### src/rtl/data_memory_arbiter_if.sv
// Bus bundle between two requesters, the arbiter and the data memory.
// slave: arbiter side; master: requester/memory side.
interface data_memory_arbiter_if #(
  parameter int dataWidth    = 64,
  parameter int addressWidth = 64
);
  logic                    req0_valid;
  logic                    req0_write;
  logic [addressWidth-1:0] req0_address;
  logic [dataWidth-1:0]    req0_write_data;
  logic                    req0_ready;
  logic                    req1_valid;
  logic                    req1_write;
  logic [addressWidth-1:0] req1_address;
  logic [dataWidth-1:0]    req1_write_data;
  logic                    req1_ready;
  logic                    rsp0_valid;
  logic [dataWidth-1:0]    rsp0_read_data;
  logic                    rsp1_valid;
  logic [dataWidth-1:0]    rsp1_read_data;
  logic                    mem_read;
  logic                    mem_write;
  logic [addressWidth-1:0] mem_address;
  logic [dataWidth-1:0]    mem_write_data;
  logic [dataWidth-1:0]    mem_read_data;

  modport slave (
    input  req0_valid, req0_write,
    input  req0_address, req0_write_data,
    input  req1_valid, req1_write,
    input  req1_address, req1_write_data,
    input  mem_read_data,
    output req0_ready, req1_ready,
    output rsp0_valid, rsp0_read_data,
    output rsp1_valid, rsp1_read_data,
    output mem_read, mem_write,
    output mem_address, mem_write_data
  );

  modport master (
    output req0_valid, req0_write,
    output req0_address, req0_write_data,
    output req1_valid, req1_write,
    output req1_address, req1_write_data,
    output mem_read_data,
    input  req0_ready, req1_ready,
    input  rsp0_valid, rsp0_read_data,
    input  rsp1_valid, rsp1_read_data,
    input  mem_read, mem_write,
    input  mem_address, mem_write_data
  );
endinterface

### src/rtl/data_memory_arbiter.sv
// Two-requester arbiter for a single-port data memory.
// Ports: clock, reset (sync, active high), bus (slave modport).
// Macro ARB_ROUND_ROBIN_EN: round-robin on contention,
// otherwise requester 0 has fixed priority.
module data_memory_arbiter #(
  parameter int dataWidth    = 64,
  parameter int addressWidth = 64,
  parameter int accessCycles = 2
) (
  input logic                  clock,
  input logic                  reset,
  data_memory_arbiter_if.slave bus
);

  typedef enum logic [1:0] {
    IDLE,
    ACCESS,
    DONE
  } state_t;

  localparam logic [3:0] LOAD = 4'(accessCycles - 1);

  state_t               state;
  logic [3:0]           count;
  logic                 owner;
  logic                 wr_q;
  logic [dataWidth-1:0] captured;
  logic                 rsp0_q;
  logic                 rsp1_q;
  logic                 grant0;
  logic                 grant1;

`ifdef ARB_ROUND_ROBIN_EN
  // 1 = requester 1 won the last grant, so 0 goes first after reset
  logic last_grant;

  always_comb begin
    grant0 = 1'b0;
    grant1 = 1'b0;
    if (bus.req0_valid && bus.req1_valid) begin
      grant0 = last_grant;
      grant1 = !last_grant;
    end else begin
      grant0 = bus.req0_valid;
      grant1 = bus.req1_valid;
    end
  end
`else
  always_comb begin
    grant0 = bus.req0_valid;
    grant1 = bus.req1_valid && !bus.req0_valid;
  end
`endif

  assign bus.req0_ready = (state == IDLE) && !reset && grant0;
  assign bus.req1_ready = (state == IDLE) && !reset && grant1;

  assign bus.rsp0_valid = rsp0_q;
  assign bus.rsp1_valid = rsp1_q;
  // writes and the idle requester see zero data
  assign bus.rsp0_read_data = (rsp0_q && !wr_q) ? captured : '0;
  assign bus.rsp1_read_data = (rsp1_q && !wr_q) ? captured : '0;

  always_ff @(posedge clock) begin
    if (reset) begin
      state              <= IDLE;
      count              <= 4'd0;
      owner              <= 1'b0;
      wr_q               <= 1'b0;
      captured           <= '0;
      rsp0_q             <= 1'b0;
      rsp1_q             <= 1'b0;
      bus.mem_read       <= 1'b0;
      bus.mem_write      <= 1'b0;
      bus.mem_address    <= {addressWidth{1'b0}};
      bus.mem_write_data <= {dataWidth{1'b0}};
`ifdef ARB_ROUND_ROBIN_EN
      last_grant         <= 1'b1;
`endif
    end else begin
      unique case (state)
        IDLE: begin
          unique case (1'b1)
            grant0: begin
              owner              <= 1'b0;
              wr_q               <= bus.req0_write;
              bus.mem_address    <= bus.req0_address;
              bus.mem_write_data <= bus.req0_write_data;
              bus.mem_read       <= !bus.req0_write;
              bus.mem_write      <= bus.req0_write;
              count              <= LOAD;
              state              <= ACCESS;
            end
            grant1: begin
              owner              <= 1'b1;
              wr_q               <= bus.req1_write;
              bus.mem_address    <= bus.req1_address;
              bus.mem_write_data <= bus.req1_write_data;
              bus.mem_read       <= !bus.req1_write;
              bus.mem_write      <= bus.req1_write;
              count              <= LOAD;
              state              <= ACCESS;
            end
            default: ;
          endcase
`ifdef ARB_ROUND_ROBIN_EN
          if (grant0 || grant1) begin
            last_grant <= grant1;
          end
`endif
        end
        ACCESS: begin
          if (count == 4'd0) begin
            bus.mem_read  <= 1'b0;
            bus.mem_write <= 1'b0;
            if (!wr_q) begin
              captured <= bus.mem_read_data;
            end
            rsp0_q <= !owner;
            rsp1_q <= owner;
            state  <= DONE;
          end else begin
            count <= count - 4'd1;
          end
        end
        DONE: begin
          rsp0_q <= 1'b0;
          rsp1_q <= 1'b0;
          state  <= IDLE;
        end
        default: state <= IDLE;
      endcase
    end
  end

endmodule
### src/flat_wrapper.sv
// flat-port wrapper written by rule: the top's interface ports become plain ports
module data_memory_arbiter_flat 
#(
  parameter int dataWidth    = 64,
  parameter int addressWidth = 64,
  parameter int accessCycles = 2
)
  (clock, reset, bus_req0_valid, bus_req0_write, bus_req0_address, bus_req0_write_data, bus_req1_valid, bus_req1_write, bus_req1_address, bus_req1_write_data, bus_mem_read_data, bus_req0_ready, bus_req1_ready, bus_rsp0_valid, bus_rsp0_read_data, bus_rsp1_valid, bus_rsp1_read_data, bus_mem_read, bus_mem_write, bus_mem_address, bus_mem_write_data);
  data_memory_arbiter_if #(.dataWidth(dataWidth), .addressWidth(addressWidth)) bus_i ();
  input logic clock;
  input logic reset;
  input wire logic [$bits(bus_i.req0_valid)-1:0] bus_req0_valid;
  input wire logic [$bits(bus_i.req0_write)-1:0] bus_req0_write;
  input wire logic [$bits(bus_i.req0_address)-1:0] bus_req0_address;
  input wire logic [$bits(bus_i.req0_write_data)-1:0] bus_req0_write_data;
  input wire logic [$bits(bus_i.req1_valid)-1:0] bus_req1_valid;
  input wire logic [$bits(bus_i.req1_write)-1:0] bus_req1_write;
  input wire logic [$bits(bus_i.req1_address)-1:0] bus_req1_address;
  input wire logic [$bits(bus_i.req1_write_data)-1:0] bus_req1_write_data;
  input wire logic [$bits(bus_i.mem_read_data)-1:0] bus_mem_read_data;
  output wire logic [$bits(bus_i.req0_ready)-1:0] bus_req0_ready;
  output wire logic [$bits(bus_i.req1_ready)-1:0] bus_req1_ready;
  output wire logic [$bits(bus_i.rsp0_valid)-1:0] bus_rsp0_valid;
  output wire logic [$bits(bus_i.rsp0_read_data)-1:0] bus_rsp0_read_data;
  output wire logic [$bits(bus_i.rsp1_valid)-1:0] bus_rsp1_valid;
  output wire logic [$bits(bus_i.rsp1_read_data)-1:0] bus_rsp1_read_data;
  output wire logic [$bits(bus_i.mem_read)-1:0] bus_mem_read;
  output wire logic [$bits(bus_i.mem_write)-1:0] bus_mem_write;
  output wire logic [$bits(bus_i.mem_address)-1:0] bus_mem_address;
  output wire logic [$bits(bus_i.mem_write_data)-1:0] bus_mem_write_data;
  assign bus_i.req0_valid = bus_req0_valid;
  assign bus_i.req0_write = bus_req0_write;
  assign bus_i.req0_address = bus_req0_address;
  assign bus_i.req0_write_data = bus_req0_write_data;
  assign bus_i.req1_valid = bus_req1_valid;
  assign bus_i.req1_write = bus_req1_write;
  assign bus_i.req1_address = bus_req1_address;
  assign bus_i.req1_write_data = bus_req1_write_data;
  assign bus_i.mem_read_data = bus_mem_read_data;
  assign bus_req0_ready = bus_i.req0_ready;
  assign bus_req1_ready = bus_i.req1_ready;
  assign bus_rsp0_valid = bus_i.rsp0_valid;
  assign bus_rsp0_read_data = bus_i.rsp0_read_data;
  assign bus_rsp1_valid = bus_i.rsp1_valid;
  assign bus_rsp1_read_data = bus_i.rsp1_read_data;
  assign bus_mem_read = bus_i.mem_read;
  assign bus_mem_write = bus_i.mem_write;
  assign bus_mem_address = bus_i.mem_address;
  assign bus_mem_write_data = bus_i.mem_write_data;
  data_memory_arbiter #(.dataWidth(dataWidth), .addressWidth(addressWidth), .accessCycles(accessCycles)) u_core (.clock(clock), .reset(reset), .bus(bus_i));
endmodule
### config.mk
export PLATFORM = sky130hd
export DESIGN_NAME = data_memory_arbiter_flat
export DESIGN_NICKNAME = d
export VERILOG_FILES = /design/src/rtl/data_memory_arbiter_if.sv /design/src/rtl/data_memory_arbiter.sv /design/src/flat_wrapper.sv
export SDC_FILE = /design/constraint.sdc
export NUM_CORES = 1
export LEC_CHECK = 0
export CAP_MARGIN = 20
export CORE_AREA = 2 2 227 229
export CTS_CLUSTER_DIAMETER = 40
export DETAILED_ROUTE_END_ITERATION = 10
export DIE_AREA = 0 0 229 231
export PLACE_DENSITY_LB_ADDON = 0.08
export SETUP_SLACK_MARGIN = 0.1
export SYNTH_ARGS = -nofsm -noshare
export SYNTH_HDL_FRONTEND = slang
export SYNTH_SLANG_ARGS = --single-unit
### constraint.sdc
create_clock -name clock -period 4.8 [get_ports clock]
set_input_delay 0.72 -clock clock [delete_from_list [all_inputs] [get_ports clock]]
set_output_delay 0.72 -clock clock [all_outputs]
set_load 0.01 [all_outputs]
==> results of run 1 <==
-- cells by family after synthesis --
| family | count (synthesis) |
|---|---|
| compound gates | 278 |
| simple gates | 220 |
| mux | 128 |
| flops | 204 |
| fa+ha+maj | 2 |
| buf+inv | 114 |
-- worst paths after layout --
kind | startpoint | endpoint | slack, ns | cells after the start
max reg2reg | u_core.wr_q$_SDFFE_PP0P_ | u_core.captured[5]$_SDFFE_PP0P_ | 2.55 | 5
max | u_core.wr_q$_SDFFE_PP0P_ | bus_rsp0_read_data[5] | 1.45 | 4
min | u_core.bus.mem_write_data[0]$_SDFFE_PP0P_ | u_core.bus.mem_write_data[0]$_SDFFE_PP0P_ | 0.46 | 1
min reg2reg | u_core.bus.mem_write_data[0]$_SDFFE_PP0P_ | u_core.bus.mem_write_data[0]$_SDFFE_PP0P_ | 0.46 | 1
-- synth_stat cells --
library cell,n
and2_1,129
or4_1,2
ha_1,2
a31oi_1,1
nor2b_1,3
buf_1,11
nor3b_2,1
nor3_1,2
o31ai_1,65
a21oi_1,73
or3b_2,1
o221ai_1,1
o211ai_1,2
a211oi_1,3
buf_4,1
or3_1,3
o21ai_0,4
buf_6,1
inv_1,5
or2_2,2
nand2b_1,4
a32o_1,1
or3b_1,1
clkbuf_1,59
nand2_1,4
dfxtp_1,204
mux2i_1,128
buf_2,37
o2bb2ai_1,128
nand3_1,1
nand4_1,64
nor2_1,3
-- registers in the layout, summed over array words and instances, names as in the netlist --
| signal | flops |
|---|---|
| u_core.bus.rsp0_valid | 1 |
| u_core.state | 2 |
| u_core.captured | 64 |
| u_core.count | 4 |
| u_core.wr_q | 1 |
| u_core.owner | 1 |
| u_core.bus.rsp1_valid | 1 |
| u_core.bus.mem_write_data | 64 |
| u_core.bus.mem_write | 1 |
| u_core.bus.mem_read | 1 |
| u_core.bus.mem_address | 64 |
-- metrics by stage --
stage	setup slack [ns]	power, mW	hold slack (ns)	std cells
finish	1.449	6.716	0.4556	2213
global route	1.286	6.995	0.4673	2212
CTS	1.356	6.826	0.4607	2208
detailed placement	1.611	3.358	0.4453	2120
global placement	1.606	3.352	0.4425	2118
floorplan	2.444	2.559	0.4521	946
-- power by group through the flow --
stage | logic, mW | registers (mW) | clock network (mW)
2_1_floorplan | 0.511 | 2.05 | 0
3_3_place_gp | 1.33 | 2.02 | 0
3_5_place_dp | 1.34 | 2.02 | 0
4_1_cts | 1.35 | 1.99 | 3.49
5_1_grt | 1.42 | 2.02 | 3.56
6_report | 1.33 | 1.99 | 3.39
-- final cells by class --
| type | instances | area (um2) | area share |
|---|---|---|---|
| clock inverter | 30 | 374.1 | 0.02136 |
| multi-input combinational | 628 | 4790 | 0.2735 |
| antenna | 4 | 10.01 | 0.0005716 |
| sequential | 204 | 4085 | 0.2333 |
| clock buffer | 58 | 1289 | 0.07360 |
| timing repair buffer | 604 | 6093 | 0.3480 |
| tap | 680 | 850.8 | 0.04859 |
| inverter | 5 | 18.77 | 0.001072 |
-- metal layers --
metal / track usage / vias to the layer above / wire length (um)
met5: 0 / - / 60
met4: 0.05418 / 12 / 933
met3: 0.06559 / 74 / 4165
met2: 0.2891 / 378 / 23010
met1: 0.1928 / 4591 / 19110
li1: - / 4648 / -
-- worst max-delay path: stages (launching register included) --
cell             delay [ns]
dfxtp_2                0.46
nor2b_4                0.65
buf_16                 0.24
and2_1                 0.14
clkdlybuf4s50_1        0.57
-- cells in the final DEF, fill, tap and decap left out, types with 7 or more instances in the layout --
cell type,n
a21oi_1,72
clkbuf_16,48
dfxtp_1,203
and2_1,129
mux2i_1,128
clkinv_2,10
buf_4,10
clkdlybuf4s50_1,586
nand4_1,64
o31ai_1,65
o2bb2ai_1,128
bufinv_16,7
==> run summary, run 1 <==
=================================================================================================================
Data required time at the worst endpoint ...........................................................      4.08 ns
Share of synthesized area occupied by flip-flops and latches .......................................       0.4391
Total number of H-tree levels ......................................................................            2
Initial standard-cell utilization of the core ......................................................       0.1835
Total standard cell area after synthesis ........................................................... 0.009301 mm2
Post-DR wirelength/cell ............................................................................     21.37 um
Layout cells sized above 1 .........................................................................      0.07521
Synth unique cells .................................................................................           32
Area share of the leading cell type in the synthesized netlist .....................................       0.4391
Clock latency on the worst-skew pair ...............................................................      0.57 ns
Layout area overhead ...............................................................................       88.26%
Clock power frac ...................................................................................        0.505
Actual transition at the worst max-transition pin ..................................................    0.9218 ns
Clock transition at the registers of the reported paths ............................................      0.05 ns
Clock Root Buffer ..................................................................................    clkbuf_16
Core area ..........................................................................................  0.05068 mm2
Flip-flop and latch count after synthesis ..........................................................          204
Synth Area in Simple Gates .........................................................................       0.1472
Final setup skew ...................................................................................   0.01985 ns
Number of instances resized during post-cts repair .................................................            0
Post-CTS Setup Repair Bufs .........................................................................            0
Switching part of the total power ..................................................................       0.2827
Count of final setup violators .....................................................................            0
Routed Wire Length .................................................................................     47280 um
Fin util ...........................................................................................       0.3455
Reported net switching power .......................................................................     1.899 mW
Summed area of non-filler cells in the final layout ................................................  0.01751 mm2
Maximum number of pins on one net before global-route repair .......................................           90
Max-slew violation total from the final report .....................................................            0
Final RePlAce weighted congestion ..................................................................       0.7720
Reported leakage power .............................................................................     6.705 nW
Class of the most critical setup path .............................................................. flop to output port
Count of synthesis-stage warnings from yosys .......................................................            0
Number of global-route vias before repair ..........................................................         9730
Sequential fraction of design power ................................................................        0.297
Via count ..........................................................................................         9703
Total clock buffers created by CTS .................................................................           47
PortBufs ...........................................................................................          587
Internal power consumption .........................................................................     4.817 mW
Sort of element at the end of the critical path ....................................................  output port
Max Buffers Root-to-Sink ...........................................................................            3
Number of buffers inserted for hold repair after clock tree synthesis ..............................            0
Reported max-cap violation count ...................................................................            0
# fillers ..........................................................................................         5278
I/O pin cnt ........................................................................................          588
Final worst path period need .......................................................................     3.351 ns
Net count of the mapped netlist ....................................................................         1274
Library cell with the largest summed area after synthesis ..........................................      dfxtp_1
Post-route antenna net violation count .............................................................            0
Crit start category ................................................................................         flop
Total DRC errors in the routed layout ..............................................................            0
Final period util ..................................................................................       0.6982
Synthesized netlist cell count .....................................................................          946
Detailed placer's ending HPWL ......................................................................     34240 um
Share of cell area taken by muxes after synthesis ..................................................       0.1377
Vias per inst ......................................................................................        4.385
Final-report hold violation count ..................................................................            0
Largest family of logic cells by synthesized area .................................................. compound AO/OA/AOI/OAI gates
Final-layout setup total negative slack ............................................................         0 ns
Unrepaired setup endpoints after global routing ....................................................           no
Max Fclk ...........................................................................................    298.4 MHz
Worst hold-check path type ......................................................................... flop to flop
Arithmetic-cell share of the synthesized area counting full adders, half adders and majority gates .     0.002690
CTS tree ...........................................................................................          yes
Synth top area cells ............................................................................... dfxtp_1 44%, mux2i_1 14%, o2bb2ai_1 12%, and2_1 8.7%, o31ai_1 5.2%
CP Data Arrival Time ...............................................................................      2.63 ns
Die H ..............................................................................................       231 um
XOR/XNOR share of the synthesized area .............................................................            0
Run status ......................................................................................... complete, no violations
Relative slew slack ................................................................................       0.3855
Crit path max fanout ...............................................................................           35
Total congestion overflow ..........................................................................            0
Die outline width ..................................................................................       229 um
PwrDens ............................................................................................ 383.5 mW/mm2
Synth Area in Compound Gates .......................................................................       0.2211
FP Rows ............................................................................................           83
Floorplan die area .................................................................................  0.05290 mm2
Final Net Count ....................................................................................         1818
Wire length of the first global-routing pass .......................................................     67110 um
Clk sinks ..........................................................................................          204
Number of design-rule violations left by the first detailed-router iteration .......................          378
Largest vdd supply drop ............................................................................    0.3365 mV
Antenna violations before repair ...................................................................            9
Combinational group share of total power ...........................................................        0.198
Placed Area ........................................................................................  0.01582 mm2
First-pass iteration count of the detailed router ..................................................            4
Total GRT Usage ....................................................................................       0.1689
Syn_area_per_cell ..................................................................................    9.832 um2
=================================================================================================================
No activity file was read; power rests on OpenSTA's default activity.
==> inputs of run 2 (changes only) <==
--- a/config.mk
+++ b/config.mk
@@ -6,10 +6,10 @@
 export NUM_CORES = 1
 export LEC_CHECK = 0
 export CAP_MARGIN = 20
-export CORE_AREA = 2 2 227 229
+export CORE_AREA = 2 2 230 232
 export CTS_CLUSTER_DIAMETER = 40
 export DETAILED_ROUTE_END_ITERATION = 10
-export DIE_AREA = 0 0 229 231
+export DIE_AREA = 0 0 232 234
 export PLACE_DENSITY_LB_ADDON = 0.08
 export SETUP_SLACK_MARGIN = 0.1
 export SYNTH_ARGS = -nofsm -noshare
==> constraint.sdc (replaced) <==
create_clock -name clock -period 3.3 [get_ports clock]
set_input_delay 0.495 -clock clock [delete_from_list [all_inputs] [get_ports clock]]
set_output_delay 0.495 -clock clock [all_outputs]
set_load 0.01 [all_outputs]
==> run 2 against run 1 <==
  * Sequential power up 45%
  * Clock-buffer cell count up 7
  * Routed wire length up 1.2%
  * Largest cell class unchanged
==> run summary, run 2 (synthesized netlist as in run 1, its figures left out) <==
===========================================================================================
Crit path max fanout .........................................................           64
I/O pin cnt ..................................................................          588
Top Family by Delay on Critical Path ......................................... buffers and inverters
Total congestion overflow ....................................................            0
Final-report hold violation count ............................................            0
Clock power frac .............................................................        0.509
Class of the most critical setup path ........................................ flop to output port
Placed Area ..................................................................  0.01592 mm2
Antenna violations before repair .............................................            7
Wire length of the first global-routing pass .................................     68010 um
Largest registers ............................................................ u_core.bus.mem_address x64, u_core.bus.mem_write_data x64, u_core.captured x64
Count of final setup violators ...............................................            0
Count of buffering cells on the critical path with inverters included ........            2
PortBufs .....................................................................          587
Via count ....................................................................         9756
Post-CTS Setup Repair Bufs ...................................................            0
Worst setup slack after placement ............................................    0.6734 ns
Total number of H-tree levels ................................................            2
Final worst path period need .................................................     2.857 ns
Switching part of the total power ............................................       0.2784
Final hold slack .............................................................    0.4571 ns
Final setup skew .............................................................   0.01957 ns
Longest individual stage delay on the worst path .............................      0.55 ns
Internal power consumption ...................................................     7.151 mW
Crit start category ..........................................................         flop
Run status ................................................................... complete, no violations
Combinational group share of total power .....................................        0.199
CTS tree .....................................................................          yes
Maximum number of pins on one net before global-route repair .................           75
Floorplan die area ...........................................................  0.05429 mm2
Number of design-rule violations left by the first detailed-router iteration .          457
Most used cells in the layout excluding fill and tap cells ................... 586 x clkdlybuf4s50_1, 203 x dfxtp_1, 129 x and2_1, 128 x mux2i_1, 128 x o2bb2ai_1
Actual transition at the worst max-transition pin ............................    0.9348 ns
Post-route antenna net violation count .......................................            0
Number of global-route vias before repair ....................................        10040
Largest vdd supply drop ......................................................    0.3159 mV
Clk sinks ....................................................................          204
Post-DR wirelength/cell ......................................................     21.49 um
Number of buffers inserted for hold repair after clock tree synthesis ........            0
Die outline width ............................................................       232 um
First-pass iteration count of the detailed router ............................            5
Total GRT Usage ..............................................................       0.1676
FP Rows ......................................................................           84
Layout area overhead .........................................................       89.70%
Total clock buffers created by CTS ...........................................           50
Final Net Count ..............................................................         1828
Worst reg-to-reg setup slack .................................................      0.99 ns
Post-layout total power ......................................................     9.910 mW
Cell Count Post-Placement ....................................................         2136
Max Fclk .....................................................................    350.0 MHz
Worst hold-check path type ................................................... flop to flop
Die H ........................................................................       234 um
Sort of element at the end of the critical path ..............................  output port
Routed Wire Length ...........................................................     47870 um
Worst-case setup margin in the final layout ..................................    0.4429 ns
Clock Root Buffer ............................................................    clkbuf_16
Clock transition at the registers of the reported paths ......................      0.05 ns
Final RePlAce weighted congestion ............................................       0.7458
Core area ....................................................................  0.05202 mm2
Relative slew slack ..........................................................       0.3768
Vias per inst ................................................................        4.379
PwrDens ...................................................................... 561.7 mW/mm2
Data required time at the worst endpoint .....................................      2.80 ns
Detailed placer's ending HPWL ................................................     35030 um
Clock latency on the worst-skew pair .........................................      0.58 ns
Initial standard-cell utilization of the core ................................       0.1788
Reported net switching power .................................................     2.759 mW
Final-layout setup total negative slack ......................................         0 ns
Number of instances resized during post-cts repair ...........................            0
Reported leakage power .......................................................     6.774 nW
Final Instance Count excl. Fillers ...........................................         2228
Unrepaired setup endpoints after global routing ..............................           no
CP Data Arrival Time .........................................................      2.36 ns
Ordered list of cells on the worst path ...................................... nor2b_4, buf_4, and2_1, clkdlybuf4s50_1
Summed area of non-filler cells in the final layout ..........................  0.01764 mm2
Fin util .....................................................................       0.3392
Total DRC errors in the routed layout ........................................            0
Layout cells sized above 1 ...................................................      0.08003
Worst-path cell with the longest stage delay ................................. clkdlybuf4s50_1
Max Buffers Root-to-Sink .....................................................            3
Leading cell type in the layout, fill and taps excluded ...................... clkdlybuf4s50_1
Sequential fraction of design power ..........................................        0.292
Final period util ............................................................       0.8658
Max-slew violation total from the final report ...............................            0
Reported max-cap violation count .............................................            0
===========================================================================================
==> run 2: final timing paths <==
kind / endpoint / from / cells past startpoint
max: bus_rsp0_read_data[13] / u_core.bus.rsp0_valid$_SDFFE_PP0P_ / 4
min: u_core.bus.mem_write_data[29]$_SDFFE_PP0P_ / u_core.bus.mem_write_data[29]$_SDFFE_PP0P_ / 1
max reg2reg: u_core.captured[30]$_SDFFE_PP0P_ / u_core.count[0]$_SDFFE_PP0P_ / 6
min reg2reg: u_core.bus.mem_write_data[29]$_SDFFE_PP0P_ / u_core.bus.mem_write_data[29]$_SDFFE_PP0P_ / 1
==> run 2: area by class of cell <==
| cell class | instances | area, um2 |
|---|---|---|
| clock buffer | 65 | 1408 |
| clock inverter | 24 | 311.5 |
| antenna | 3 | 7.507 |
| multi-input combinational | 628 | 4790 |
| fill | 5298 | 34380 |
| inverter | 5 | 18.77 |
| tap | 688 | 860.8 |
| sequential | 204 | 4085 |
| timing repair buffer | 611 | 6163 |
==> run 2: layer usage <==
layer,vias up,share of wire,global-route usage
li1,4688,-,-
met1,4622,0.40,0.1940
met2,368,0.51,0.2927
met3,70,0.073,0.05156
met4,8,0.022,0.05689
met5,-,0.0011,0
==> run 2: worst register-to-register path, stage by stage (launching register included) <==
cell	delay [ns]
dfxtp_1	0.30
inv_1	0.12
ha_1	0.18
or3b_2	0.82
buf_12	0.34
o31ai_1	0.28
a21oi_1	0.10
==> run 2: power groups by stage <==
| stage | Sequential [mW] | Combinational [mW] | Clock [mW] |
|---|---|---|---|
| final | 2.89 | 1.98 | 5.04 |
| after global routing | 2.92 | 2.12 | 5.29 |
| after CTS | 2.89 | 2.01 | 5.18 |
| after detailed placement | 2.93 | 2.00 | 0 |
| after global placement | 2.93 | 2.01 | 0 |
| after floorplan | 2.98 | 0.743 | 0 |
==> RTL change 1: new RTL, flow settings as in run 2 <==
Add a define of `ARB_ROUND_ROBIN_EN`.
--- a/src/rtl/data_memory_arbiter.sv
+++ b/src/rtl/data_memory_arbiter.sv
@@ -4,2 +4,4 @@
 // otherwise requester 0 has fixed priority.
+`define ARB_ROUND_ROBIN_EN
+
 module data_memory_arbiter #(
Behaviour: not the same (Yosys sat finds a counterexample within 10 cycles, from zero or initial values and one cycle with reset high).
==> RTL change 1 against run 2 <==
Via count is 4.3% lower; clock skew hardly changed; routed wire length is 6.0% lower; total power is 2.5% lower; global-route usage is 0.84 points lower; synthesized area is 4.2% lower; worst setup slack worse by 0.065 ns; non-clock buffer count is 1 lower; sequential cell count is 1 higher; cell area is 2.2% lower; critical endpoint is now bus_rsp0_read_data[54]; highest routed layer unchanged.
==> RTL change 1: results (changes against run 2) <==
Status: complete, no violations (unchanged)
Worst hold path type: in -> reg (was reg -> reg)
Mux cell area share after synthesis: 14.37% (was 13.77%)
Pre-antenna DRT Iters: 4 (was 5)
Post-DP Area: 15,530 µm² (was 15,920 µm²)
DP HPWL: 34.60 mm (was 35.03 mm)
CP startpoint: u_core.wr_q (was u_core.bus.rsp0_valid)
Clk sinks: 205 (was 204)
Top delay family on crit path: buffers and inverters (unchanged)
Largest registers: u_core.bus.mem_address (64), u_core.bus.mem_write_data (64), u_core.captured (64) (unchanged)
Non-Filler Instances: 2,362 (was 2,228)
Post-Synth Adder-Cell Area: 0.2807% (was 0.2690%)
Synthesized area per cell: 8.489 µm² (was 9.832 µm²)
Vias per cell: 3.953 (was 4.379)
Share of cells above drive strength 1: 6.539% (was 8.003%)
Largest net degree at the start of global routing: 105 (was 75)
Metal2 WL: 21.46 mm (was 24.32 mm)
Slew headroom: 38.54% (was 37.68%)
Power Density: 559.5 nW/µm² (was 561.7 nW/µm²)
Buffering overhead: 35.61% (was 34.93%)
Vias in the first global route: 9,595 (was 10,040)
First-pass GRT wire length: 63.66 mm (was 68.01 mm)
Crit-path max cell delay: 0.59 ns (was 0.55 ns)
Initial antenna violation count: 11 (was 7)
Non-clk bufs: 610 (was 611)
# clk buffers: 70 (was 65)
WL/cell: 19.06 µm (was 21.49 µm)
Fillcell total: 5,488 (was 5,298)
Non-clk invs: 4 (was 5)
Synth top cells by count: nand2_1, dfxtp_1, and2_1, mux2i_1, o21ai_0 (was dfxtp_1, and2_1, mux2i_1, o2bb2ai_1, a21oi_1)
Top cells by area, synth: dfxtp_1, mux2i_1, nand2_1 (was dfxtp_1, mux2i_1, o2bb2ai_1)
Post-route clock skew: 0.01935 ns (was 0.01957 ns)
CTS Root Cell: clkbuf_16 (unchanged)
Syn Nets: 1,378 (was 1,274)
Pre-CTS setup slack: 0.6796 ns (was 0.6734 ns)
Xor-xnor portion of the synthesized cell area: 0.1965% (was 0%)
M1 WL: 17.04 mm (was 18.99 mm)
Initial drt markers: 315 (was 457)
Synth Area in Compound Gates: 12.02% (was 22.11%)
Met3 routed WL: 5.248 mm (was 3.474 mm)
Placed cells: 2,269 (was 2,136)
Final nets: 1,961 (was 1,828)
ClkCell Share: 9.907% (was 9.743%)
Tot GR Track Use: 15.92% (was 16.76%)
Reg clk slew, reported paths: 0.05 ns (about the same)
Multi-input gate area: 4409 µm² (was 4790 µm²)
Multi-In Gates: 762 (was 628)
Min-delay src: reset (was u_core.bus.mem_write_data[29])
Post-synthesis sequential area ratio: 46.04% (was 43.91%)
GP Congestion: 0.7819 (was 0.7458)
Inserted Diodes: 7 (was 3)
Peak VDD IR: 0.0003425 V (was 0.0003159 V)
Critical path peak fanout: 47 (was 64)
Leakage power: 6.386 nW (was 6.774 nW)
Seq. cell area: 4104 µm² (was 4085 µm²)
[RTL change 1: path summary, 6_finish.rpt]
path,end,slack [ns],cells past startpoint
max,bus_rsp0_read_data[54],0.38,4
max reg2reg,u_core.captured[49],0.91,7
min,u_core.bus.mem_write,0.36,4
min reg2reg,u_core.bus.mem_write_data[53],0.45,2
[RTL change 1: per-layer routing]
| layer | GRT usage (%) | vias up |
|---|---|---|
| met2 | 26.62 | 391 |
| met4 | 6.571 | 8 |
| met5 | 0 | - |
| met3 | 8.329 | 72 |
| met1 | 16.84 | 4203 |
| li1 | - | 4664 |
[RTL change 1: cell families after synthesis]
kind of cell | count (synthesis)
AOI/OAI and AO/OA | 209
xor gates and xnor gates | 2
adders and majority gates | 2
buffers and inverters | 83
DFF | 205
muxes | 128
and+or+nand+nor | 421
[RTL change 1: report_power, final]
part	switching (mW)	internal, mW
logic	0.811	0.959
registers	0.159	2.75
clock network	1.57	3.41
==> RTL change 2: new RTL, config.mk and constraints of run 2 <==
Without the edit above. Encoding of `state_t`: now one-hot (3 bits for 3 states).
--- a/src/rtl/data_memory_arbiter.sv
+++ b/src/rtl/data_memory_arbiter.sv
@@ -14,6 +14,6 @@
 
-  typedef enum logic [1:0] {
-    IDLE,
-    ACCESS,
-    DONE
+  typedef enum logic [2:0] {
+    IDLE   = 3'b001,
+    ACCESS = 3'b010,
+    DONE   = 3'b100
   } state_t;
Formal check against the unedited RTL: same outputs for any inputs over 4 cycles, from zero or initial values and one cycle with reset high; so few cycles prove little.
==> RTL change 2 against run 2 <==
Cell area rose by 4.3%; routed wire length rose by 6.2%; synthesized area rose by 10%; sequential cell count rose by 1; clock skew fell by 0.0024 ns; worst setup slack got worse by 0.081 ns; total power rose by 3.8%; critical path type unchanged; largest cell class unchanged.
==> RTL change 2: results (changes against run 2) <==
Share of cells above drive strength 1: 7.023% (was 8.003%)
Drt total wl: 50.83 mm (was 47.87 mm)
Critical path's slowest cell: clkdlybuf4s50_1 (unchanged)
Synth warnings: 0 (unchanged)
Vias per cell: 4.588 (was 4.379)
First-pass GRT wire length: 72.91 mm (was 68.01 mm)
Critical Path AT: 2.44 ns (was 2.36 ns)
Clock Latency Late Sink: 0.57 ns
Xor-xnor portion of the synthesized cell area: 0% (unchanged)
Vias in the first global route: 10,690 (was 10,040)
Final nets: 1,956 (was 1,828)
Top delay family on crit path: simple AND/OR/NAND/NOR gates (was buffers and inverters)
Peak VDD IR: 0.0003585 V (was 0.0003159 V)
Critical path peak fanout: 7 (was 64)
Pre-antenna DRT Iters: 4 (was 5)
Status: complete, no violations (unchanged)
Worst hold path type: in -> reg (was reg -> reg)
Synth Area in Compound Gates: 24.87% (was 22.11%)
Tot GR Track Use: 17.90% (was 16.76%)
PostCTS Resize Cnt: 0 (unchanged)
GR Layer Usage met2: 30.93% (was 29.27%)
PortBufs: 587 (unchanged)
Largest net degree at the start of global routing: 112 (was 75)
Post-synthesis sequential area ratio: 39.99% (was 43.91%)
Post-route clock skew: 0.01720 ns (was 0.01957 ns)
Initial drt markers: 482 (was 457)
Initial antenna violation count: 8 (was 7)
GR Util met3: 7.539% (was 5.156%)
DP HPWL: 35.87 mm (was 35.03 mm)
Fillcell total: 5,356 (was 5,298)
Leakage power: 6.932 nW (was 6.774 nW)
Clock Tree Buf Depth: 3 (unchanged)
Post-DP Area: 16,620 µm² (was 15,920 µm²)
Largest registers: u_core.bus.mem_address (64), u_core.bus.mem_write_data (64), u_core.captured (64) (unchanged)
Switching part of the total: 27.90% (was 27.84%)
Max H-tree Level: 2 (unchanged)
Syn Nets: 1,439 (was 1,274)
FFs w/ async S/R, synth: 0% (unchanged)
Worst-Margin Slew: 0.9941 ns (was 0.9348 ns)
Crit-path max cell delay: 0.60 ns (was 0.55 ns)
Total gr overflow: 0 (unchanged)
Grt met1 use: 20.44% (was 19.40%)
Synth top cells by count: dfxtp_1, a21oi_1, a211oi_1, mux2i_1, and2_1 (was dfxtp_1, and2_1, mux2i_1, o2bb2ai_1, a21oi_1)
Synth cell types: 37 (was 32)
Top cells by area, synth: dfxtp_1, mux2i_1, a21oi_1 (was dfxtp_1, mux2i_1, o2bb2ai_1)
Max-slew violation count: 0 (unchanged)
Setup Fix Bufs, Post-CTS: 0 (unchanged)
Post-Synth Adder-Cell Area: 0.2438% (was 0.2690%)
Reg clk slew, reported paths: 0.04 ns
GP Congestion: 0.7767 (was 0.7458)
CTS Root Cell: clkbuf_16 (unchanged)
Mux cell area share after synthesis: 12.58% (was 13.77%)
CTS buffer count: 49 (was 50)
## RTL change 2: power groups by stage
stage / Sequential [mW] / Clock [mW] / Combinational (mW)
2_1_floorplan: 3.03 / 0 / 0.933
4_1_cts: 2.91 / 5.27 / 2.27
3_5_place_dp: 2.95 / 0 / 2.26
6_report: 2.91 / 5.15 / 2.23
3_3_place_gp: 2.95 / 0 / 2.26
5_1_grt: 2.94 / 5.39 / 2.39
## RTL change 2: logic make-up (layout without fill, tap and decap cells)
kind of cell / count (synthesis) / in the layout
compound gates: 406 / 406
fa+ha+maj: 2 / 2
buf+inv: 145 / 700
flops: 205 / 205
mux: 129 / 129
other cells: 0 / 3
simple gates: 224 / 224
## RTL change 2: final timing paths
kind                  startpoint                            end  slack [ns]  cells past startpoint
max              u_core.state[0]                 bus_req1_ready        0.36                      3
min                        reset          u_core.bus.rsp0_valid        0.32                      2
max reg2reg      u_core.state[0]  u_core.bus.mem_write_data[47]        1.03                      4
min reg2reg  u_core.captured[36]            u_core.captured[36]        0.47                      2
## RTL change 2: area by class of cell
class                           instances  area [µm²]  area share, %
Sequential cell                       205        4108          22.32
Clock buffer                           65        1388          7.540
Multi-Input combinational cell        761        5489          29.83
Antenna cell                            3       7.507        0.04079
Inverter                                3       11.26        0.06119
Timing Repair Buffer                  608        6180          33.58
Tap cell                              688       860.8          4.678
Clock inverter                         24       359.1          1.951
## RTL change 2: worst register-to-register path, cell delays in order (launching register included)
cell      delay, ns
dfxtp_1        0.42
or3b_1         0.57
nor2_4         0.46
buf_12         0.41
a211oi_1       0.25
## RTL change 2: metrics by stage
stage	hold WS [ns]	std cells	util, %	setup slack (ns)	total power, mW
after floorplan	0.4521	1111	-	1.425	3.961
after global placement	0.4627	2264	31.95	0.7407	5.202
after detailed placement	0.4691	2264	31.95	0.7076	5.207
after CTS	0.2782	2353	35.31	0.2904	10.45
after global routing	0.3014	2356	35.37	0.1809	10.72
final	0.3212	2357	35.37	0.3621	10.28
## RTL change 2: metal layers
| metal | vias to the layer above | wire length (µm) |
|---|---|---|
| met1 | 5135 | 19880 |
| met3 | 57 | 4808 |
| met2 | 397 | 25350 |
| li1 | 5214 | - |
| met5 | - | 68 |
| met4 | 10 | 720 |
